[src/rtl/jk_count_sequencer_pkg.sv]
// jk_count_sequencer_pkg: shared state encodings and JK op codes for the counter sequencer
package jk_count_sequencer_pkg;
  typedef enum logic [1:0] {IDLE = 2'b00, RUN = 2'b01, DONE = 2'b11} state_t;
  typedef enum logic [1:0] {HOLD = 2'b00, RESET = 2'b01, SET = 2'b10, TOGGLE = 2'b11} jk_op_t;
endpackage

[src/rtl/jk_count_sequencer_jk_bit.sv]
// jk_bit: single JK storage cell, async active-low clear
// Ports: clk, rst (active-low async), j/k drive inputs, q stored bit.
module jk_bit
  import jk_count_sequencer_pkg::*;
(
  input  logic clk,
  input  logic rst,
  input  logic j,
  input  logic k,
  output logic q
);
  jk_op_t op;
  assign op = jk_op_t'({j, k});
  always_ff @(posedge clk or negedge rst)
    if (!rst) q <= 1'b0;
    else q <= op == SET ? 1'b1 : op == RESET ? 1'b0 : op == TOGGLE ? ~q : q;
endmodule

[src/rtl/jk_count_sequencer.sv]
// jk_count_sequencer: drives a WIDTH-bit JK bank as a loadable up/down counter with start/done handshake
// Ports: clk; rst (async, active-low); start/load_val/term_val/up_dn capture a run; en gates
// counting; abort cancels; done_ack releases DONE; q bank contents; j/k the vectors applied at
// the last edge; busy in RUN/DONE; done in DONE.
module jk_count_sequencer
  import jk_count_sequencer_pkg::*;
#(
  parameter int WIDTH = 4
) (
  input  logic             clk,
  input  logic             rst,
  input  logic             start,
  input  logic [WIDTH-1:0] load_val,
  input  logic [WIDTH-1:0] term_val,
  input  logic             up_dn,
  input  logic             en,
  input  logic             abort,
  input  logic             done_ack,
  output logic [WIDTH-1:0] q,
  output logic [WIDTH-1:0] j,
  output logic [WIDTH-1:0] k,
  output logic             busy,
  output logic             done
);
  state_t state, st_n;
  logic [WIDTH-1:0] cap_term, tmask, q_step, j_n, k_n;
  logic cap_up;
  // Ripple carry/borrow chain: bit i toggles when every lower bit is 1 (up) or 0 (down).
  always_comb begin
    logic c;
    c = 1'b1;
    tmask = '0;
    for (int i = 0; i < WIDTH; i++) begin
      tmask[i] = c;
      c = c & (cap_up ? q[i] : ~q[i]);
    end
  end
  assign q_step = q ^ tmask;
  // The bank is clocked by the same vectors that are registered onto j/k, so q and j/k agree.
  always_comb begin
    j_n = '0;
    k_n = '0;
    st_n = state;
    case (state)
      IDLE: if (start) begin
        j_n = load_val;
        k_n = ~load_val;
        st_n = load_val == term_val ? DONE : RUN;
      end
      RUN: if (abort) st_n = IDLE;
        else if (en) begin
          j_n = tmask;
          k_n = tmask;
          st_n = q_step == cap_term ? DONE : RUN;
        end
      DONE: if (done_ack || abort) st_n = IDLE;
      default: st_n = IDLE;
    endcase
  end
  always_ff @(posedge clk or negedge rst)
    if (!rst) begin
      state <= IDLE;
      cap_term <= '0;
      cap_up <= 1'b0;
      j <= '0;
      k <= '0;
      busy <= 1'b0;
      done <= 1'b0;
    end else begin
      state <= st_n;
      j <= j_n;
      k <= k_n;
      busy <= st_n != IDLE;
      done <= st_n == DONE;
      if (state == IDLE && start) begin
        cap_term <= term_val;
        cap_up <= up_dn;
      end
    end
  for (genvar g = 0; g < WIDTH; g++) begin : g_bank
    jk_bit u_bit (.clk(clk), .rst(rst), .j(j_n[g]), .k(k_n[g]), .q(q[g]));
  end
endmodule

[config.mk]
export PLATFORM = sky130hd
export DESIGN_NAME = jk_count_sequencer
export DESIGN_NICKNAME = d
export VERILOG_FILES = /design/src/rtl/jk_count_sequencer_pkg.sv /design/src/rtl/jk_count_sequencer_jk_bit.sv /design/src/rtl/jk_count_sequencer.sv
export SDC_FILE = /design/constraint.sdc
export NUM_CORES = 1
export LEC_CHECK = 0
export CORE_MARGIN = 1.5
export CORE_UTILIZATION = 45
export CTS_BUF_LIST = sky130_fd_sc_hd__clkbuf_2
export CTS_CLUSTER_DIAMETER = 50
export DETAILED_ROUTE_END_ITERATION = 6
export PLACE_DENSITY = 0.8
export RECOVER_POWER = 25
export SETUP_SLACK_MARGIN = 0.05
export SYNTH_ARGS = -nofsm -noshare
export SYNTH_HDL_FRONTEND = slang
export SYNTH_SLANG_ARGS = --single-unit
[constraint.sdc]
create_clock -name clk -period 2 [get_ports clk]
set_input_delay 0.4 -clock clk [delete_from_list [all_inputs] [get_ports clk]]
set_output_delay 0.4 -clock clk [all_outputs]
set_load 0.03 [all_outputs]
Word level (Yosys, flattened, before mapping)
Cells that the tools add are included.
{"block": "word_totals", "word_cells": 72, "out_inout_bits": 14, "reg_bits": 21, "in_bits": 15}
{"block": "op_classes", "n_eq_ne": 17, "bitwise": 8, "n_reduce_logical": 8, "muxes": 28}
{"operator": "== test 2 bit, second input constant", "count": 10}
{"operator": "2-to-1 mux 4 bit", "count": 4}
{"operator": "one-hot mux 4 bit (2 select lines)", "count": 2}
{"operator": "2-to-1 mux 1 bit", "count": 15}
{"operator": "2-to-1 mux 2 bit", "count": 6}
{"operator": "nonzero test 3 bit", "count": 4}
{"operator": "== test 2 x 1 -> 1 bit, second input constant", "count": 5}
{"operator": "== test 4 bit", "count": 2}
{"operator": "one-hot mux 2 bit (3 select lines)", "count": 1}
{"operator": "NOT 1 bit", "count": 4}
{"operator": "NOT 4 bit", "count": 1}
{"operator": "XOR 4 bit", "count": 1}
{"operator": "bitwise AND 1 bit", "count": 2}
{"operator": "zero test 2 bit", "count": 1}
{"operator": "nonzero test 2 bit", "count": 1}
{"operator": "logical AND 1 bit", "count": 1}
{"operator": "logical OR 1 bit", "count": 1}

Logic depth before layout (Yosys ltp)
{"block": "depth", "word_depth": 11, "mapped_depth": 5}

By module
Synthesis repeated with hierarchy kept, for this count alone.
{"block": "hier_totals", "hier_cells": 94, "area_unflattened_um2": 950.9}
{"mod": "jk_count_sequencer", "cells_each": 82, "n_inst": 1, "area_per_inst_um2": 815.8}
{"mod": "jk_bit", "cells_each": 3, "n_inst": 4, "area_per_inst_um2": 33.8}

Least setup slack after synthesis
No wires, ideal clock.
{"block": "synth_timing", "path_kind": "register -> register", "startpoint": "register g_bank[0].u_bit.q", "endpoint": "register g_bank[2].u_bit.q", "path_stages_with_launch": 6, "slack_ns": 0.603, "required_time_ns": 1.868, "path_buffers": 1, "setup_time_ns": 0.132, "t_arrival_ns": 1.264, "synth_period_minus_slack_ns": 1.397, "cell_sequence": "dfrtp_1 -> buf_2 -> or3_1 -> a21bo_2 -> nand3_1 -> o211ai_1"}
{"block": "synth_via", "elab_chain_len": 9, "elab_cells_between_ends": 13}
{"element": "from (decl)", "line": "jk_count_sequencer_jk_bit.sv:10", "text": "output logic q"}
{"element": "from (signal assigned)", "line": "jk_count_sequencer_jk_bit.sv:16", "text": "else q <= op == SET ? 1'b1 : op == RESET ? 1'b0 : op == TOGGLE ? ~q : q;"}
{"element": "NOT 1 bit", "line": "jk_count_sequencer.sv:35", "text": "c = c & (cap_up ? q[i] : ~q[i]);"}
{"element": "2-to-1 mux 1 bit *", "line": "jk_count_sequencer.sv:35"}
{"element": "bitwise AND 1 bit *", "line": "jk_count_sequencer.sv:35"}
{"element": "2-to-1 mux 4 bit *", "line": "jk_count_sequencer.sv:51", "text": "else if (en) begin"}
{"element": "2-to-1 mux 4 bit *", "line": "jk_count_sequencer.sv:50", "text": "RUN: if (abort) st_n = IDLE;"}
{"element": "one-hot mux 4 bit (2 select lines)", "line": "jk_count_sequencer.sv:44", "text": "case (state)"}
{"element": "== test 2 x 1 -> 1 bit", "line": "jk_count_sequencer_jk_bit.sv:16"}
{"element": "2-to-1 mux 1 bit (2 in series)", "line": "jk_count_sequencer_jk_bit.sv:16"}
{"element": "to (signal assigned)", "line": "jk_count_sequencer_jk_bit.sv:16"}
{"element": "to (decl)", "line": "jk_count_sequencer_jk_bit.sv:10"}
Mark *: on every way between the ends. The rest lies on a longest branch, timed or not.
A chain may end at the register's enable or synchronous reset.

Worst setup path after layout
{"block": "layout_timing", "startpoint": "register g_bank[3].u_bit.q", "endpoint": "output port q[3]"}
{"element": "from (decl)", "line": "jk_count_sequencer_jk_bit.sv:10"}
{"element": "from (signal assigned)", "line": "jk_count_sequencer_jk_bit.sv:16"}
{"element": "to (decl)", "line": "jk_count_sequencer.sv:19", "text": "output logic [WIDTH-1:0] q,"}
No word-level cell between the ends.

==> results.txt <==
----------------------------------------------------
[Status]
  Result of the run ... completed

[Job]
  Total of max-cap violations ... 0

[Clock tree]
  Clock Sinks ... 21
  Maximum root-to-sink buffer count ... 2
  CTS buffer count ... 3
  Clock tree from TritonCTS ... built
  Master cell of the clock root buffer ... sky130_fd_sc_hd__clkbuf_2
  Setup Buffers After CTS ... 0
  CTS clock-pin slew for the worst setup and hold paths ... 170 ps
  Number of buffers inserted for hold repair after clock tree synthesis ... 0
  CTS H-Tree Depth ... 1
  Clk Latency, worst-skew pair ... 310 ps

[Power]
  PD cells ... around 1200 mW/mm2
  Cell leakage power ... 0.628 nW
  Worst supply voltage drop on vdd ... 652 uV

[Cells and area]
  Net count, final ... 143
  Post-route cell area ... 0.00130 mm2
  Antenna fix cells ... 0
  Proportion of layout cells with a drive suffix above 1 ... ~7.1%
  Layout-stage area growth over the synthesis result ... 31.8%

[Yosys]
  Ys Warns ... 0
  Area share of the largest cell type after synthesis ... between 50% and 60%
  Area leader, netlist ... sky130_fd_sc_hd__dfrtp_1
  Cell with the most instances after synthesis ... sky130_fd_sc_hd__nand2_1
  Synthesis-stage register bit count ... 21
  Flip-flop cell with the highest count after synthesis ... sky130_fd_sc_hd__dfrtp_1
  Most used standard cells in the synthesized netlist ... sky130_fd_sc_hd__nand2_1 (28), sky130_fd_sc_hd__dfrtp_1 (21), sky130_fd_sc_hd__nand3_1 (5), sky130_fd_sc_hd__o21ai_0 (5)
  Post-synthesis sequential area ratio ... between 50 and 60%
  Number of different library cells in the post-synthesis netlist ... 26
  Avg Synthesized Cell Area ... 9.97 um2
  Post-synth design cell area ... a little under 0.001 mm2
  FFs w/ async S/R, synth ... 100%
  EDFF count, synth ... 0
  Synth area leaders ... sky130_fd_sc_hd__dfrtp_1 (53%), sky130_fd_sc_hd__nand2_1 (11%), sky130_fd_sc_hd__xnor2_1 (3.5%)
  Gate Count Post-Synth ... 99
  Syn nets ... between 100 and 150

[Worst setup path]
  Reg-to-reg slack, setup ... 450 ps
  Critical setup path kind ... flip-flop to primary output
  Required time of the critical path ... 1600 ps
  Maximum fanout encountered on the critical timing path ... 4
  Depth of the worst register-to-register path ... 4
  Ordered list of cells on the worst path ... clkdlybuf4s50_1
  Critical path endpoint category ... primary output
  Worst setup path startpoint ... g_bank[3].u_bit.q
  Sum of buffers and inverters on the critical path ... 1
  Destination of the worst register-to-register timing path ... g_bank[3].u_bit.q
  Crit-path slowest cell ... sky130_fd_sc_hd__clkdlybuf4s50_1
  Crit path launch type ... flip-flop
  Worst reg2reg path startpoint ... g_bank[0].u_bit.q
  Highest cell delay on the worst timing path ... 690 ps
  Data arrival time at the worst-slack endpoint ... 1420 ps
  Largest delay contributor family on the critical path ... buffers and inverters

[Route]
  DRC violations left ... 0
  ANT nets after route ... 0
  Via density per instance ... around 5.0
  Via Count ... 768
  Number of design-rule violations left by the first detailed-router iteration ... 12
  Average wire per cell in the routed design ... about 11 um
  Length of the first detailed-routing pass in iterations ... 4
  Routed WL ... 1760 um

[Worst hold path]
  Hold Path Origin ... cap_term[2]
  End point of the most critical hold path ... cap_term[2]
  Type of the tightest min-delay check ... flip-flop to flip-flop
  Hold Path Depth ... 2

[Timing]
  Max Clock Skew ... 9.36 ps
  Max frequency ... around 0.55 GHz
  Worst-margin pin slew ... 1060 ps
  Worst slew margin relative to its limit ... between 20 and 30%
  Count of endpoints failing hold in the final timing report ... 0
  Number of slew-limit violations in the final report ... 0
  Final TNS setup ... 0 ps
  Count of final setup violators ... 0
  Setup repair after global routing missed its margin ... false
  Tcrit/Tclk final ... 91.1%
  Final worst path period need ... 1820 ps

[Placed design]
  Final weighted congestion in routability-driven placement ... 0.771
  HPWL after DPL ... 1350 um
  Buffers on Ports ... 28
  Placement-stage cell area ... 0.00128 mm2

[GRT]
  Global-route wire length before repair ... 3020 um
  Total global routing track utilization ... 16.2%
  Largest net degree at the start of global routing ... 22
  Residual overflow from global routing ... 0
  Via count of the first global-routing pass ... 719
  Antenna violations before repair ... 0

[Floorplan]
  Number of top-level design ports ... 29
  Placeable Area ... 0.00202 mm2
  Horizontal die dimension ... 49.8 um
  Number of rows created at floorplan ... 16
  Total Die Area ... 0.00248 mm2
  Die H ... approximately 50 um
  Starting utilization of the core area ... 48.8%

----------------------------------------------------
-- how the worst max path moves through the flow --
stage / end / slack [ps] / depth (start not counted)
2_1_floorplan: g_bank[2].u_bit.q / 600 / 5
3_3_place_gp: g_bank[2].u_bit.q / 260 / 5
3_5_place_dp: g_bank[3].u_bit.q / 220 / 5
4_1_cts: q[1] / 50 / 1
5_1_grt: q[3] / 90 / 1
6_report: q[3] / 180 / 1
-- cell usage in the layout (no fill, tap or decap), types with 2 or more instances in the layout --
cell type,netlist,final
sky130_fd_sc_hd__dlymetal6s2s_1,0,2
sky130_fd_sc_hd__o211ai_1,3,3
sky130_fd_sc_hd__clkdlybuf4s50_1,0,24
sky130_fd_sc_hd__nand3_1,5,5
sky130_fd_sc_hd__clkbuf_2,0,4
sky130_fd_sc_hd__o21ai_0,5,5
sky130_fd_sc_hd__xnor2_1,4,4
sky130_fd_sc_hd__o31ai_1,2,2
sky130_fd_sc_hd__nand2_1,28,28
sky130_fd_sc_hd__a21oi_1,2,2
sky130_fd_sc_hd__or3_1,2,2
sky130_fd_sc_hd__xor2_1,4,4
sky130_fd_sc_hd__dfrtp_1,21,21
sky130_fd_sc_hd__buf_4,4,2
sky130_fd_sc_hd__nor2_1,3,3
sky130_fd_sc_hd__nor4_1,2,2
-- sequential cells by signal (all words and copies together), names as in the netlist --
name,count
cap_up,1
state,2
j,4
done,1
busy,1
k,4
cap_term,4
g_bank.u_bit.q,4
-- power by group --
part	switching (W)	total, W	internal (W)
clock	0.000116	0.000169	0.0000530
combinational	0.000372	0.000711	0.000338
sequential	0.000121	0.000660	0.000539
-- cell type report --
type	instances	area (um2)
Fill cell	164	721
Timing Repair Buffer	31	303
Sequential cell	21	526
Clock buffer	4	20.0
Inverter	1	3.75
Tap cell	27	33.8
Multi-Input combinational cell	70	415
-- cells by family after synthesis --
family / count (synthesis) / share of synthesized area, %
compound gates: 16 / 10.8
xor+xnor: 9 / 9.50
buf+inv: 8 / 4.69
flops: 21 / 53.2
simple gates: 45 / 21.8
-- per-layer routing --
metal	routed length [um]	vias up	part of all wire, %	GRT usage, %
met4	29	0	1.6	11.1
met2	871	22	49	24.9
met3	88	4	5.0	2.73
met5	0	-	0	0
met1	771	352	44	20.9
li1	-	390	-	-
-- timing repair --
item,CTS,global route
cloned,0,0
endpoints found under the setup margin,1,2
resized for setup,1,2
-- stage by stage --
| step | setup WS [ps] | total power (W) | cells | util, % | hold WS [ps] |
|---|---|---|---|---|---|
| detailed placement | 218 | 0.00140 | 150 | 63.4 | 486 |
| finish | 178 | 0.00154 | 154 | 64.4 | 515 |
| global placement | 258 | 0.00138 | 150 | 63.4 | 479 |
| floorplan | 603 | 0.00120 | 99 | - | 104 |
| CTS | 53.4 | 0.00156 | 154 | 64.3 | 400 |
| global route | 87.9 | 0.00165 | 154 | 64.4 | 567 |
Power figures use the tool's default switching activity.
